[src/rtl/fmul_pipe.sv]
// rtl/fmul_pipe.sv - pipelined NE/NF floating-point multiplier with valid/ready streaming
module fmul_pipe #(
    parameter int NE   = 5,
    parameter int NF   = 10,
    parameter int TAGW = 4
) (
    input  logic              clk,
    input  logic              reset,
    input  logic              in_valid,
    output logic              in_ready,
    input  logic [NE+NF:0]    x,
    input  logic [NE+NF:0]    y,
    input  logic              negp,
    input  logic [1:0]        roundmode,
    input  logic [TAGW-1:0]   in_tag,
    output logic              out_valid,
    input  logic              out_ready,
    output logic [NE+NF:0]    product,
    output logic [3:0]        flags,
    output logic [TAGW-1:0]   out_tag
);
    localparam int W  = NE + NF + 1;
    localparam int EW = NE + 2;
    localparam int MW = 2 * NF + 2;
    localparam logic [EW-1:0]        BIAS = EW'((1 << (NE - 1)) - 1);
    localparam logic signed [EW-1:0] EMAX = EW'((1 << NE) - 1);
    localparam logic [W-1:0]         QNAN = {1'b0, {NE{1'b1}}, 1'b1, {(NF-1){1'b0}}};
    localparam logic [1:0] MODE_RZ = 2'b00, MODE_RNE = 2'b01, MODE_RM = 2'b10, MODE_RP = 2'b11;

    logic en;
    assign en       = ~(out_valid & ~out_ready);
    assign in_ready = en;

    // Operands are registered on accept; S1 works from this register.
    logic            r0_valid, r0_negp;
    logic [W-1:0]    r0_x, r0_y;
    logic [1:0]      r0_rm;
    logic [TAGW-1:0] r0_tag;

    always_ff @(posedge clk) begin
        if (reset) begin
            r0_valid <= 1'b0;
        end else if (en) begin
            r0_valid <= in_valid;
            r0_x     <= x;
            r0_y     <= y;
            r0_negp  <= negp;
            r0_rm    <= roundmode;
            r0_tag   <= in_tag;
        end
    end

    logic [NE-1:0] ex, ey;
    logic [NF-1:0] fx, fy;
    logic          sgn1, x_nan, y_nan, x_inf, y_inf, x_zero, y_zero;
    logic [MW-1:0] mul1;
    logic [EW-1:0] esum1;
    logic          spec1, inv1;
    logic [W-1:0]  sval1;

    assign ex     = r0_x[W-2:NF];
    assign ey     = r0_y[W-2:NF];
    assign fx     = r0_x[NF-1:0];
    assign fy     = r0_y[NF-1:0];
    assign sgn1   = r0_x[W-1] ^ r0_y[W-1] ^ r0_negp;
    assign x_nan  = (&ex) & (|fx);
    assign y_nan  = (&ey) & (|fy);
    assign x_inf  = (&ex) & ~(|fx);
    assign y_inf  = (&ey) & ~(|fy);
    assign x_zero = ~(|ex);
    assign y_zero = ~(|ey);
    assign mul1   = {{(NF+1){1'b0}}, 1'b1, fx} * {{(NF+1){1'b0}}, 1'b1, fy};
    assign esum1  = {2'b00, ex} + {2'b00, ey} - BIAS;

    // Subnormal operands fall into the zero class (flush-to-zero).
    always_comb begin
        spec1 = 1'b1;
        inv1  = 1'b0;
        sval1 = '0;
        if (x_nan | y_nan) begin
            sval1 = QNAN;
            inv1  = (x_nan & ~fx[NF-1]) | (y_nan & ~fy[NF-1]);
        end else if ((x_inf & y_zero) | (y_inf & x_zero)) begin
            sval1 = QNAN;
            inv1  = 1'b1;
        end else if (x_inf | y_inf) begin
            sval1 = {sgn1, {NE{1'b1}}, {NF{1'b0}}};
        end else if (x_zero | y_zero) begin
            sval1 = {sgn1, {(NE+NF){1'b0}}};
        end else begin
            spec1 = 1'b0;
        end
    end

    logic            s1_valid, s1_sign, s1_spec, s1_inv;
    logic [W-1:0]    s1_sval;
    logic [MW-1:0]   s1_mul;
    logic [EW-1:0]   s1_exp;
    logic [1:0]      s1_rm;
    logic [TAGW-1:0] s1_tag;

    always_ff @(posedge clk) begin
        if (reset) begin
            s1_valid <= 1'b0;
        end else if (en) begin
            s1_valid <= r0_valid;
            s1_sign  <= sgn1;
            s1_spec  <= spec1;
            s1_inv   <= inv1;
            s1_sval  <= sval1;
            s1_mul   <= mul1;
            s1_exp   <= esum1;
            s1_rm    <= r0_rm;
            s1_tag   <= r0_tag;
        end
    end

    logic          hi, guard, sticky, inc;
    logic [MW-2:0] norm;
    logic [NF-1:0] frac_n;
    logic [NF:0]   rnd;
    logic [EW-1:0] exp_r;

    assign hi     = s1_mul[MW-1];
    assign norm   = hi ? s1_mul[MW-2:0] : {s1_mul[MW-3:0], 1'b0};
    assign frac_n = norm[MW-2 -: NF];
    assign guard  = norm[NF];
    assign sticky = |norm[NF-1:0];

    always_comb begin
        inc = 1'b0;
        case (s1_rm)
            MODE_RZ:  inc = 1'b0;
            MODE_RNE: inc = guard & (sticky | frac_n[0]);
            MODE_RM:  inc = s1_sign & (guard | sticky);
            MODE_RP:  inc = ~s1_sign & (guard | sticky);
            default:  inc = 1'b0;
        endcase
    end

    // A rounding carry leaves the fraction at zero and bumps the exponent.
    assign rnd   = {1'b0, frac_n} + {{NF{1'b0}}, inc};
    assign exp_r = s1_exp + {{(EW-1){1'b0}}, hi} + {{(EW-1){1'b0}}, rnd[NF]};

    logic            s2_valid, s2_sign, s2_spec, s2_inv, s2_inexact;
    logic [W-1:0]    s2_sval;
    logic [NF-1:0]   s2_frac;
    logic [EW-1:0]   s2_exp;
    logic [1:0]      s2_rm;
    logic [TAGW-1:0] s2_tag;

    always_ff @(posedge clk) begin
        if (reset) begin
            s2_valid <= 1'b0;
        end else if (en) begin
            s2_valid   <= s1_valid;
            s2_sign    <= s1_sign;
            s2_spec    <= s1_spec;
            s2_inv     <= s1_inv;
            s2_sval    <= s1_sval;
            s2_frac    <= rnd[NF-1:0];
            s2_exp     <= exp_r;
            s2_inexact <= guard | sticky;
            s2_rm      <= s1_rm;
            s2_tag     <= s1_tag;
        end
    end

    logic         to_inf;
    logic [W-1:0] res3;
    logic [3:0]   flg3;

    assign to_inf = (s2_rm == MODE_RNE) | ((s2_rm == MODE_RP) & ~s2_sign)
                  | ((s2_rm == MODE_RM) & s2_sign);

    always_comb begin
        res3 = '0;
        flg3 = '0;
        if (s2_spec) begin
            res3 = s2_sval;
            flg3 = {s2_inv, 3'b000};
        end else if ($signed(s2_exp) >= EMAX) begin
            flg3 = 4'b0101;
            res3 = to_inf ? {s2_sign, {NE{1'b1}}, {NF{1'b0}}}
                          : {s2_sign, {(NE-1){1'b1}}, 1'b0, {NF{1'b1}}};
        end else if (s2_exp[EW-1] || (s2_exp == '0)) begin
            flg3 = 4'b0011;
            res3 = {s2_sign, {(NE+NF){1'b0}}};
        end else begin
            flg3 = {3'b000, s2_inexact};
            res3 = {s2_sign, s2_exp[NE-1:0], s2_frac};
        end
    end

    always_ff @(posedge clk) begin
        if (reset) begin
            out_valid <= 1'b0;
            product   <= '0;
            flags     <= '0;
            out_tag   <= '0;
        end else if (en) begin
            out_valid <= s2_valid;
            if (s2_valid) begin
                product <= res3;
                flags   <= flg3;
                out_tag <= s2_tag;
            end
        end
    end
endmodule

[config.mk]
export PLATFORM = sky130hd
export DESIGN_NAME = fmul_pipe
export DESIGN_NICKNAME = d
export VERILOG_FILES = /design/src/rtl/fmul_pipe.sv
export SDC_FILE = /design/constraint.sdc
export NUM_CORES = 1
export LEC_CHECK = 0
export CORE_AREA = 2 2 138 140
export CTS_CLUSTER_DIAMETER = 100
export CTS_CLUSTER_SIZE = 30
export DETAILED_ROUTE_END_ITERATION = 6
export DIE_AREA = 0 0 140 142
export GPL_TIMING_DRIVEN = 0
export PLACE_DENSITY = 0.73
export SYNTH_ARGS = -nofsm -noshare
export SYNTH_HDL_FRONTEND = slang
export SYNTH_SLANG_ARGS = --single-unit
[constraint.sdc]
create_clock -name clk -period 6.1 [get_ports clk]
set_clock_uncertainty 0.05 [all_clocks]
set_input_delay 0.915 -clock clk [delete_from_list [all_inputs] [get_ports clk]]
set_output_delay 0.915 -clock clk [all_outputs]
set_load 0.02 [all_outputs]
; ---- After elaboration in Yosys (flattened, before gate mapping)
; Cells that the tools add are included.
[word_totals]
register_bits = 164
latch_bits = 0
ram_bits = 0
romBits = 0
in_bits = 43
output_inout_bits = 26
elab_cells = 107
memories = 0
[op_classes]
n_addsub = 5
multipliers = 1
n_div = 0
n_lt_le_gt_ge = 1
eq_ne = 6
shift = 0
muxes = 14
n_bitwise = 36
n_reduce_logical = 14
[op_table]
columns = operator, n
row1 = $mux 16, 3
row2 = $mux 15, 2
row3 = $reduce_or 10->1, 3
row4 = $mul 11x11->22, 1
row5 = $mux 21, 1
row6 = $add 7x1->7, 2
row7 = $and 1x1->1, 14
row8 = $add 10x1->11, 1
row9 = $mux 11, 1
row10 = $not 1->1, 11
row11 = $reduce_and 5->1, 2
row12 = $reduce_or 5->1, 2
row13 = $or 1x1->1, 9
row14 = $eq 2x2->1 const B, 4
row15 = $ge 7x6->1 const B, 1
row16 = $logic_not 7->1, 1
row17 = $sub 6x4->7 const B, 1
row18 = $add 5x5->6, 1
row19 = $eq 2x1->1 const B, 2
row20 = $mux 4, 1
row21 = $pmux 1 s4, 1
row22 = $reduce_and 2->1, 2
row23 = $mux 1, 3
row24 = $mux 3, 1
row25 = 6 further kinds, 7

; ---- Logic depth before layout (Yosys ltp)
; Gate-level depths: netlist of the first run.
[depth]
word_depth = 7
depth_mapped = 19

; ---- Worst setup path before layout of the first run
; OpenSTA, ideal clock, no wires.
[synth_path]
path_type = in2reg
from = input port out_ready
to = register r0_negp (enable)
setup_ps = 592
arrival_time_ps = 6120
slack_ps = -661
path_stages = 3
n_path_buf = 1
path_cell_list = nand2b_1 -> buf_2 -> nor2b_1
[synth_via]
elab_chain_len = 4
[synth_lines]
columns = element, line_no
row1 = start: declaration, 17  ; input logic out_ready,
row2 = $not 1->1, 31  ; assign en = ~(out_valid & ~out_ready);
row3 = $and 1x1->1, 31
row4 = $not 1->1 (no line), --
row5 = net in_ready, 10  ; output logic in_ready,
row6 = $reduce_and 2->1 (no line), --
row7 = end signal: assignment, 47  ; r0_negp <= negp;
row8 = end: declaration, 35  ; logic r0_valid, r0_negp;
; The timed path passes the listed nets, and every way through them passes these cells.
; A chain may end at the register's enable or synchronous reset.

; ---- Worst setup path after layout of the first run
[layout_path]
from = register r0_x[7]
to = register s1_mul[19] (data pin)
[layout_via]
elab_chain_len = 1
[layout_lines]
columns = element, line_no
row1 = start: declaration, 36  ; logic [W-1:0] r0_x, r0_y;
row2 = start signal: assignment, 45  ; r0_x <= x;
row3 = $mul 11x11->22, 72  ; assign mul1 = {{(NF+1){1'b0}}, 1'b1, fx} * {{(NF+1){1'b0}}, 1'b1, fy};
row4 = net mul1[19], 56  ; logic [MW-1:0] mul1;
row5 = end signal: assignment, 111  ; s1_mul <= mul1;
row6 = end: declaration, 97  ; logic [MW-1:0] s1_mul;
; The timed path passes the listed nets, and every way through them passes these cells.

==> flow_summary.ini, run 1 <==
[status]
status = finished, violations left
violations = DRC

[die]
coreArea_sq_um = 18500
rows = 50
die_area_sq_um = 19900
initial_utilization_pct = 52.8
dieWidth_um = 140
io_pins = 69
die_y_um = 142

[finish]
syn2layout_area_growth_pct = 16.7
final_util_pct = 61.6
layout-drive-gt1-share_pct = 6.66
num_antenna_cells = 0
final_area_sq_um = 11400
nets = 1204

[worst_setup_path]
crit_family = adder cells
cp_common_cell = fa_1
crit_type = register to register
cp-start-kind = register
cp_slowest_cell = fa_1
end_kind = register
crit_required_ns = 6.24
cpPeakStageDelay_ns = 0.55
path_cells = clkbuf_1 > nand2_1 > fa_1 > inv_1 > fa_1 > fa_1 > fa_1 > inv_1 > fa_1 > inv_1 > ha_1 > clkbuf_1 > nand2_1 > o21ai_0 > a21boi_0 > a221o_1 > o211a_1
cp_max_fo = 10
cp.arrival_ns = 5.93
crit_buf_inv = 5

[cts]
cts_root_buffer = clkbuf_16
clock-sinks = 138
clk_pin_slew_ns = 0.07
cts_tree = done
cts-htree-levels = 4
clk-insertion-delay-late_ns = 0.43
cts_max_path_buffers = 2
cts_made_buffers = 17
post_cts_buffers = 0

[drt]
first_pass_iters = 7
routed-via-count = 6638
drt_iter0_markers = 347
antenna_left = 0
drc = 10
viasPerCell = 5.29
wirelength_um = 18800
wire_per_inst_um = 15.0

[logic_synthesis]
synth_nets = 1116
synth_mux_area_share_pct = 1.62
syn_area_per_cell_sq_um = 10.6
yosys.area_share.xor_xnor_pct = 3.06
synthArstFlopShare_pct = 0
synth.cell_area_sq_um = 9750
ys.flop_type = edfxtp_1
synth-simple-area-share_pct = 13.1
synthAdderAreaFrac_pct = 26.0
synth-compound-area-share_pct = 9.18
ys_seq_area_share_pct = 39.6
synth_top_family_by_area = adder cells
netlist_instances = 920
yosysWarnings = 0
yosysUniqueCellTypes = 66
synth_seq_cells = 138
synth_enable_flop_cells = 110

[timing]
tns_ns = 0
max_freq_ghz = 0.173
rsz0062_at_grt = false
layout_setup_ws_ns = 0.308
post-route-period-util_pct = 95.0
post-route-min-period_ns = 5.79
hold_violations = 0
tightest_slew_ns = 0.785
setup_viol = 0
maxSlewHeadroom_pct = 47.5
report.final.slew_viol_count = 0

[placement]
gp_congestion = 0.893
port_buffers = 67
dp_hpwl_um = 14600
place_area_sq_um = 10800
post-place-ws_ns = 0.282

[power]
p_sw_mw = 2.06
p_per_area_nw_per_um2 = 438
combPwrFrac_pct = 51.7
p_int_mw = 2.93
ir_drop_mv = 0.318
p_sw_share_pct = 41.3
leakage_nw = 4.86
seq_power_share_pct = 27.8
pwr-share-clk_pct = 20.6

[grt]
antenna_found_initial = 0
grt_max_degree = 37
grtUsageTotal_pct = 19.7
grt_overflow_total = 0
grt_pass1_vias = 6551
grt_first_pass_wirelength_um = 31200

[hold_path]
min_path_type = register to register

[flow_run]
maxCapViolCount = 0
## power by group through the flow
stage | clock network [mW] | logic (mW) | registers (mW)
2_1_floorplan | 0 | 2.03 | 1.38
3_3_place_gp | 0 | 2.51 | 1.40
3_5_place_dp | 0 | 2.56 | 1.40
4_1_cts | 1.04 | 2.59 | 1.38
5_1_grt | 1.08 | 2.96 | 1.40
6_report | 1.02 | 2.58 | 1.38
## cells by family (layout without fill, tap and decap cells)
logic type,Yosys count,count (layout)
adders and majority gates,153,153
DFF,138,138
and+or+nand+nor,265,265
buffers and inverters,186,287
AOI/OAI and AO/OA,129,129
muxes,15,15
xor gates and xnor gates,34,34
## cell type report
cell class                      count  area [sq um]
Sequential cell                   138          3860
Fill cell                        1518          7080
Clock inverter                     15           165
Buffer                             41           183
Tap cell                          234           293
Timing Repair Buffer               70           738
Multi-Input combinational cell    596          5160
Inverter                          144           541
Clock buffer                       17           425
## metal layers
metal	up-vias	part of all wire [%]	global-route usage, %
met5	-	0	0
met3	43	4.0	3.30
met4	0	3.5	9.04
li1	3274	-	-
met1	3152	44	24.2
met2	169	49	34.4
## what timing repair did
action / CTS / global route
gates resized for setup: 0 / 2
endpoints found under the setup margin: 0 / 2
hold buffers: 0 / 0
## Yosys cell counts, types with 2 or more instances
| master | count | area (sq um) |
|---|---|---|
| or4_1 | 2 | 15.0 |
| nor3_1 | 11 | 55.1 |
| edfxtp_1 | 110 | 3300 |
| or4_4 | 2 | 22.5 |
| o21ai_0 | 12 | 60.1 |
| a21o_1 | 7 | 52.6 |
| dfxtp_1 | 28 | 561 |
| o21bai_1 | 2 | 15.0 |
| or2_2 | 5 | 31.3 |
| a22oi_1 | 10 | 75.1 |
| inv_1 | 144 | 541 |
| and4_1 | 2 | 17.5 |
| o21a_1 | 4 | 30.0 |
| and3_1 | 5 | 31.3 |
| nand3_1 | 17 | 85.1 |
| mux2i_1 | 9 | 90.1 |
| nor4_1 | 3 | 18.8 |
| xnor2_1 | 20 | 175 |
| buf_2 | 7 | 35.0 |
| a211oi_1 | 11 | 82.6 |
| o311ai_0 | 4 | 35.0 |
| ha_1 | 71 | 888 |
| o2111ai_1 | 2 | 17.5 |
| o211ai_1 | 2 | 15.0 |
| a21oi_1 | 40 | 200 |
| nor2b_1 | 8 | 50.1 |
| a31oi_1 | 5 | 31.3 |
| fa_1 | 82 | 1640 |
| buf_6 | 2 | 22.5 |
| clkbuf_1 | 30 | 113 |
| a21boi_0 | 4 | 30.0 |
| buf_1 | 2 | 7.51 |
| nand2_1 | 102 | 383 |
| nor2_1 | 57 | 214 |
| nand2b_1 | 4 | 25.0 |
| and2_1 | 33 | 206 |
| xor2_1 | 14 | 123 |
| o221ai_1 | 2 | 17.5 |
| nand4_1 | 5 | 31.3 |
| o2bb2ai_1 | 9 | 78.8 |
| mux2_2 | 6 | 67.6 |
## per-stage QoR
step	power, mW	hold slack, ns	std cells
finish	4.99	0.360	1255
floorplan	3.41	0.350	920
detailed placement	3.96	0.355	1224
global placement	3.91	0.352	1221
CTS	5.01	0.363	1256
global route	5.44	0.366	1255
## worst paths after layout
kind	startpoint	end	slack (ns)	cells after the start
max	r0_x[7]	s1_mul[19]	0.31	17
min	r0_tag[1]	s1_tag[1]	0.36	0
min reg2reg	r0_tag[1]	s1_tag[1]	0.36	0
max reg2reg	r0_x[7]	s1_mul[19]	0.31	17
## registers in the layout (all words and copies together) (netlist names), 4 cells and up
signal,flops
s1_mul,22
product,16
r0_x,16
r0_y,16
s2_frac,10
s1_exp,7
s2_exp,7
flags,4
out_tag,4
r0_tag,4
s1_tag,4
s2_tag,4
## placed cells by master, fill, tap and decap left out, types with 5 or more instances in the layout
master	netlist	layout
and2_1	33	33
buf_2	7	7
o21ai_0	12	12
or2_2	5	5
nand2_1	102	102
a21o_1	7	7
mux2i_1	9	9
ha_1	71	71
edfxtp_1	110	110
nor2b_1	8	7
inv_1	144	144
xnor2_1	20	20
a21oi_1	40	40
nor2_1	57	57
mux2_2	6	6
a31oi_1	5	5
o2bb2ai_1	9	9
xor2_1	14	14
dfxtp_1	28	28
nor3_1	11	11
nand4_1	5	5
a22oi_1	10	10
nand3_1	17	17
clkbuf_1	30	28
inv_8	0	6
fa_1	82	82
and3_1	5	5
clkbuf_16	0	17
a211oi_1	11	11
clkdlybuf4s50_1	0	67
Note: power is estimated with default switching activity, not from simulation.
==> run 2, diff against run 1 <==
Settings changed: SLEW_MARGIN set to 20.
==> flow_summary.ini, run 2 (synthesis results as in run 1) <==
[status]
status = finished, violations left
violations = DRC

[drt]
antenna_left = 0
wirelength_um = 19100
routed-via-count = 6691
first_pass_iters = 7
viasPerCell = 5.32
drt_iter0_markers = 355
wire_per_inst_um = 15.2
drc = 10

[worst_setup_path]
cpPeakStageDelay_ns = 0.55
crit_type = register to register
cp_slowest_cell = fa_1
cp_max_fo = 10
endpoint = s1_mul[21]
path_depth = 16
crit_family = adder cells
cp.arrival_ns = 5.92
cp_common_cell = fa_1
rr_startpoint = r0_y[9]
crit_buf_inv = 5
crit_required_ns = 6.27
reg2regPathDepth = 16
path_cells = clkbuf_1 > nand2_1 > fa_1 > inv_1 > fa_1 > fa_1 > fa_1 > inv_1 > fa_1 > inv_1 > ha_1 > clkbuf_1 > nand4_1 > a211oi_1 > nor2_1 > o311ai_0
end_kind = register
worstSetupStartpoint = r0_y[9]
regToRegEndpoint = s1_mul[21]
r2r_setup_slack_ns = 0.34
cp-start-kind = register

[grt]
met3_usage_pct = 3.94
grt_pass1_vias = 6688
grt_max_degree = 31
grt_use_met1_pct = 24.6
use_met2_pct = 34.3
grtUsageTotal_pct = 20.1
grt_overflow_total = 0
grt_first_pass_wirelength_um = 31700
gr-max-usage-layer = met2
antenna_found_initial = 0

[finish]
syn2layout_area_growth_pct = 16.9
largest_reg_flops = 22
top_register = s1_mul
layout-drive-gt1-share_pct = 6.65
num_antenna_cells = 0
final_cell_mix = 144 x inv_1, 110 x edfxtp_1, 102 x nand2_1, 82 x fa_1, 71 x ha_1
final_cells = 1257
nets = 1206
final_common_cell = inv_1

[placement]
post-place-ws_ns = 0.241
port_buffers = 67
gp_congestion = 0.893
dp_hpwl_um = 14700
dp_cells = 1225

[cts]
cts_root_buffer = clkbuf_16
cts_max_path_buffers = 2
cts-htree-levels = 4
post_cts_buffers = 0
cts_made_buffers = 17
clk_pin_slew_ns = 0.07
cts_tree = done
clk-insertion-delay-late_ns = 0.43
cts_hold_buf = 0
clock-sinks = 138

[timing]
report.final.slew_viol_count = 0
setup_viol = 0
post-route-min-period_ns = 5.76
tns_ns = 0
maxSlewHeadroom_pct = 55.5
tightest_slew_ns = 0.660
rsz0062_at_grt = false
hold_violations = 0
holdWs_ns = 0.365
post-route-period-util_pct = 94.4
layout_setup_ws_ns = 0.344
max_freq_ghz = 0.174

[die]
die_area_sq_um = 19900
rows = 50
io_pins = 69
die_y_um = 142
coreArea_sq_um = 18500
initial_utilization_pct = 52.8
dieWidth_um = 140

[power]
ir_drop_mv = 0.308
leakage_nw = 4.87
p_per_area_nw_per_um2 = 439

[hold_path]
min_path_type = register to register
min_from = r0_tag[3]

[flow_run]
maxCapViolCount = 0
run 2: layer usage:
layer | vias up | wire (um)
li1 | 3273 | -
met1 | 3189 | 8330
met2 | 172 | 9120
met3 | 57 | 790
met4 | 0 | 867
met5 | - | 0
run 2: cell type report:
type,count,area [sq um]
multi-input combinational,596,5160
tap,234,293
sequential,138,3860
fill,1459,7060
timing repair buffer,71,758
clock inverter,15,168
buffer,42,185
inverter,144,541
clock buffer,17,425
run 2: worst min path at each step:
stage	end	cells after the start
after detailed placement	s1_rm[1]	0
final	s1_tag[3]	0
after floorplan	s1_rm[0]	0
after global routing	s1_rm[1]	0
after global placement	s2_tag[3]	0
after CTS	s1_tag[3]	0
run 2: what timing repair did:
action	CTS	global route
hold endpoints to repair	0	0
resized for setup	0	1
setup endpoints to repair	0	1
run 2: stage by stage:
stage / power [mW] / util [%] / instance area [sq um]
after CTS: 5.02 / 61.8 / 11400
after global placement: 3.91 / 58.0 / 10700
after global routing: 5.48 / 61.8 / 11400
after floorplan: 3.41 / - / 9750
after detailed placement: 3.96 / 58.5 / 10800
final: 5.00 / 61.8 / 11400
run 2: power by group:
group / leakage, nW / internal [mW] / switching, mW
clock network: 0.290 / 0.552 / 0.473
logic: 3.28 / 1.08 / 1.51
registers: 1.31 / 1.29 / 0.0880
total: 4.87 / 2.93 / 2.07
==> run 3, diff against run 2 <==
Settings changed: CORE_AREA 2 2 138 140 to 2 2 131 133, DIE_AREA 0 0 140 142 to 0 0 133 135, MAX_ROUTING_LAYER set to met4, PLACE_DENSITY 0.73 to 0.77.
Clock period 6.1 ns to 5.9 ns, I/O delays scaled along.
==> flow_summary.ini, run 3 (synthesis results as in run 1) <==
[power]
p_sw_mw = 2.10
p_int_mw = 3.05
p_sw_share_pct = 40.8
combPwrFrac_pct = 51.7
totalPowerFinal_mw = 5.15
p_per_area_nw_per_um2 = 454
ir_drop_mv = 0.302
leakage_nw = 4.88
seq_power_share_pct = 27.9
pwr-share-clk_pct = 20.4

[cts]
cts_made_buffers = 17
cts-htree-levels = 4
clock-sinks = 138
clk_pin_slew_ns = 0.07
clk-insertion-delay-late_ns = 0.43
cts_root_buffer = clkbuf_16
cts_tree = done
cts_max_path_buffers = 2

[worst_setup_path]
path_cells = clkbuf_2 > inv_1 > nor2_1 > fa_1 > inv_1 > fa_1 > inv_1 > fa_1 > fa_1 > inv_1 > fa_1 > inv_1 > ha_1 > clkbuf_1 > nand4_1 > a211oi_1 > nor2_1 > o311ai_0
cp.arrival_ns = 5.75
cp-start-kind = register
crit_buf_inv = 7
end_kind = register
crit_required_ns = 6.07
cp_slowest_cell = fa_1
crit_family = adder cells
crit_type = register to register
cpPeakStageDelay_ns = 0.53
cp_max_fo = 10

[die]
die_area_sq_um = 18000
rows = 47
io_pins = 69
die_y_um = 135
initial_utilization_pct = 59.4
coreArea_sq_um = 16400
dieWidth_um = 133

[drt]
antenna_left = 0
first_pass_iters = 5
wirelength_um = 18500
drc = 0
wire_per_inst_um = 15.0
drt_iter0_markers = 457
routed-via-count = 6649
viasPerCell = 5.39

[finish]
top_register = s1_mul
layout-drive-gt1-share_pct = 7.20
num_antenna_cells = 0
nets = 1197
syn2layout_area_growth_pct = 16.6
final_cell_mix = 144 x inv_1, 110 x edfxtp_1, 102 x nand2_1, 82 x fa_1, 71 x ha_1
final_common_cell = inv_1
final_area_sq_um = 11400
largest_reg_flops = 22
final_util_pct = 69.3

[timing]
post-route-period-util_pct = 94.6
maxSlewHeadroom_pct = 60.2
holdWs_ns = 0.364
max_freq_ghz = 0.179
hold_violations = 0
tns_ns = 0
post-route-min-period_ns = 5.58
setup_viol = 0
tightest_slew_ns = 0.591
rsz0062_at_grt = false
report.final.slew_viol_count = 0

[grt]
grt_pass1_vias = 6689
antenna_found_initial = 0
grt_max_degree = 30
grtUsageTotal_pct = 22.9
grt_first_pass_wirelength_um = 31300
grt_overflow_total = 0

[hold_path]
min_path_type = register to register

[placement]
place_area_sq_um = 10800
dp_hpwl_um = 14400
gp_congestion = 0.934
port_buffers = 67

[status]
status = finished clean

[flow_run]
maxCapViolCount = 0
==> run 3: power by group through the flow <==
| stage | Combinational, mW | Sequential, mW | Clock [mW] |
|---|---|---|---|
| 6_report | 2.67 | 1.44 | 1.05 |
| 5_1_grt | 3.05 | 1.45 | 1.11 |
| 4_1_cts | 2.67 | 1.42 | 1.07 |
| 3_5_place_dp | 2.64 | 1.44 | 0 |
| 3_3_place_gp | 2.57 | 1.44 | 0 |
| 2_1_floorplan | 2.10 | 1.42 | 0 |
==> run 3: cell type report <==
cell class              instances  area (sq um)
inverters                     144           541
clock inverters                14           145
well taps                     220           275
plain buffers                  30           143
clock buffers                  18           450
flip-flops and latches        138          3860
repair buffers                 74           781
fillers                      1192          5040
multi-input cells             596          5160
==> run 3: metal layers <==
layer	track usage, %	wire (um)
met2	38.5	9180
met4	9.98	585
met5	-	0
met3	4.84	973
met1	27.0	7770
==> run 3: per-stage QoR <==
step / std cells / worst slack [ns]
finish: 1234 / 0.316
global route: 1234 / 0.0342
CTS: 1243 / 0.0670
detailed placement: 1211 / 0.128
global placement: 1207 / -0.0278
floorplan: 920 / 0.745
==> run 3: path summary, 6_finish.rpt <==
kind	start	endpoint	slack (ns)	depth (start not counted)
worst min register to register	r0_tag[1]	s1_tag[1]	0.36	0
worst max-delay path	r0_y[9]	s1_mul[21]	0.32	18
worst max register to register	r0_y[9]	s1_mul[21]	0.32	18
worst min-delay path	r0_tag[1]	s1_tag[1]	0.36	0
==> run 3: worst register-to-register path, cell delays in order (launching register included) <==
cell,delay [ns]
edfxtp_1,0.45
clkbuf_2,0.25
inv_1,0.18
nor2_1,0.08
fa_1,0.51
inv_1,0.06
fa_1,0.53
inv_1,0.05
fa_1,0.44
fa_1,0.52
inv_1,0.06
fa_1,0.53
inv_1,0.04
ha_1,0.26
clkbuf_1,0.27
nand4_1,0.19
a211oi_1,0.45
nor2_1,0.12
o311ai_0,0.34
==> run 3: what timing repair did <==
action                                  4_1_cts  5_1_grt
endpoints found under the setup margin        0        5
resized for setup                             0        5
hold buffers                                  0        0
setup buffers                                 0        3
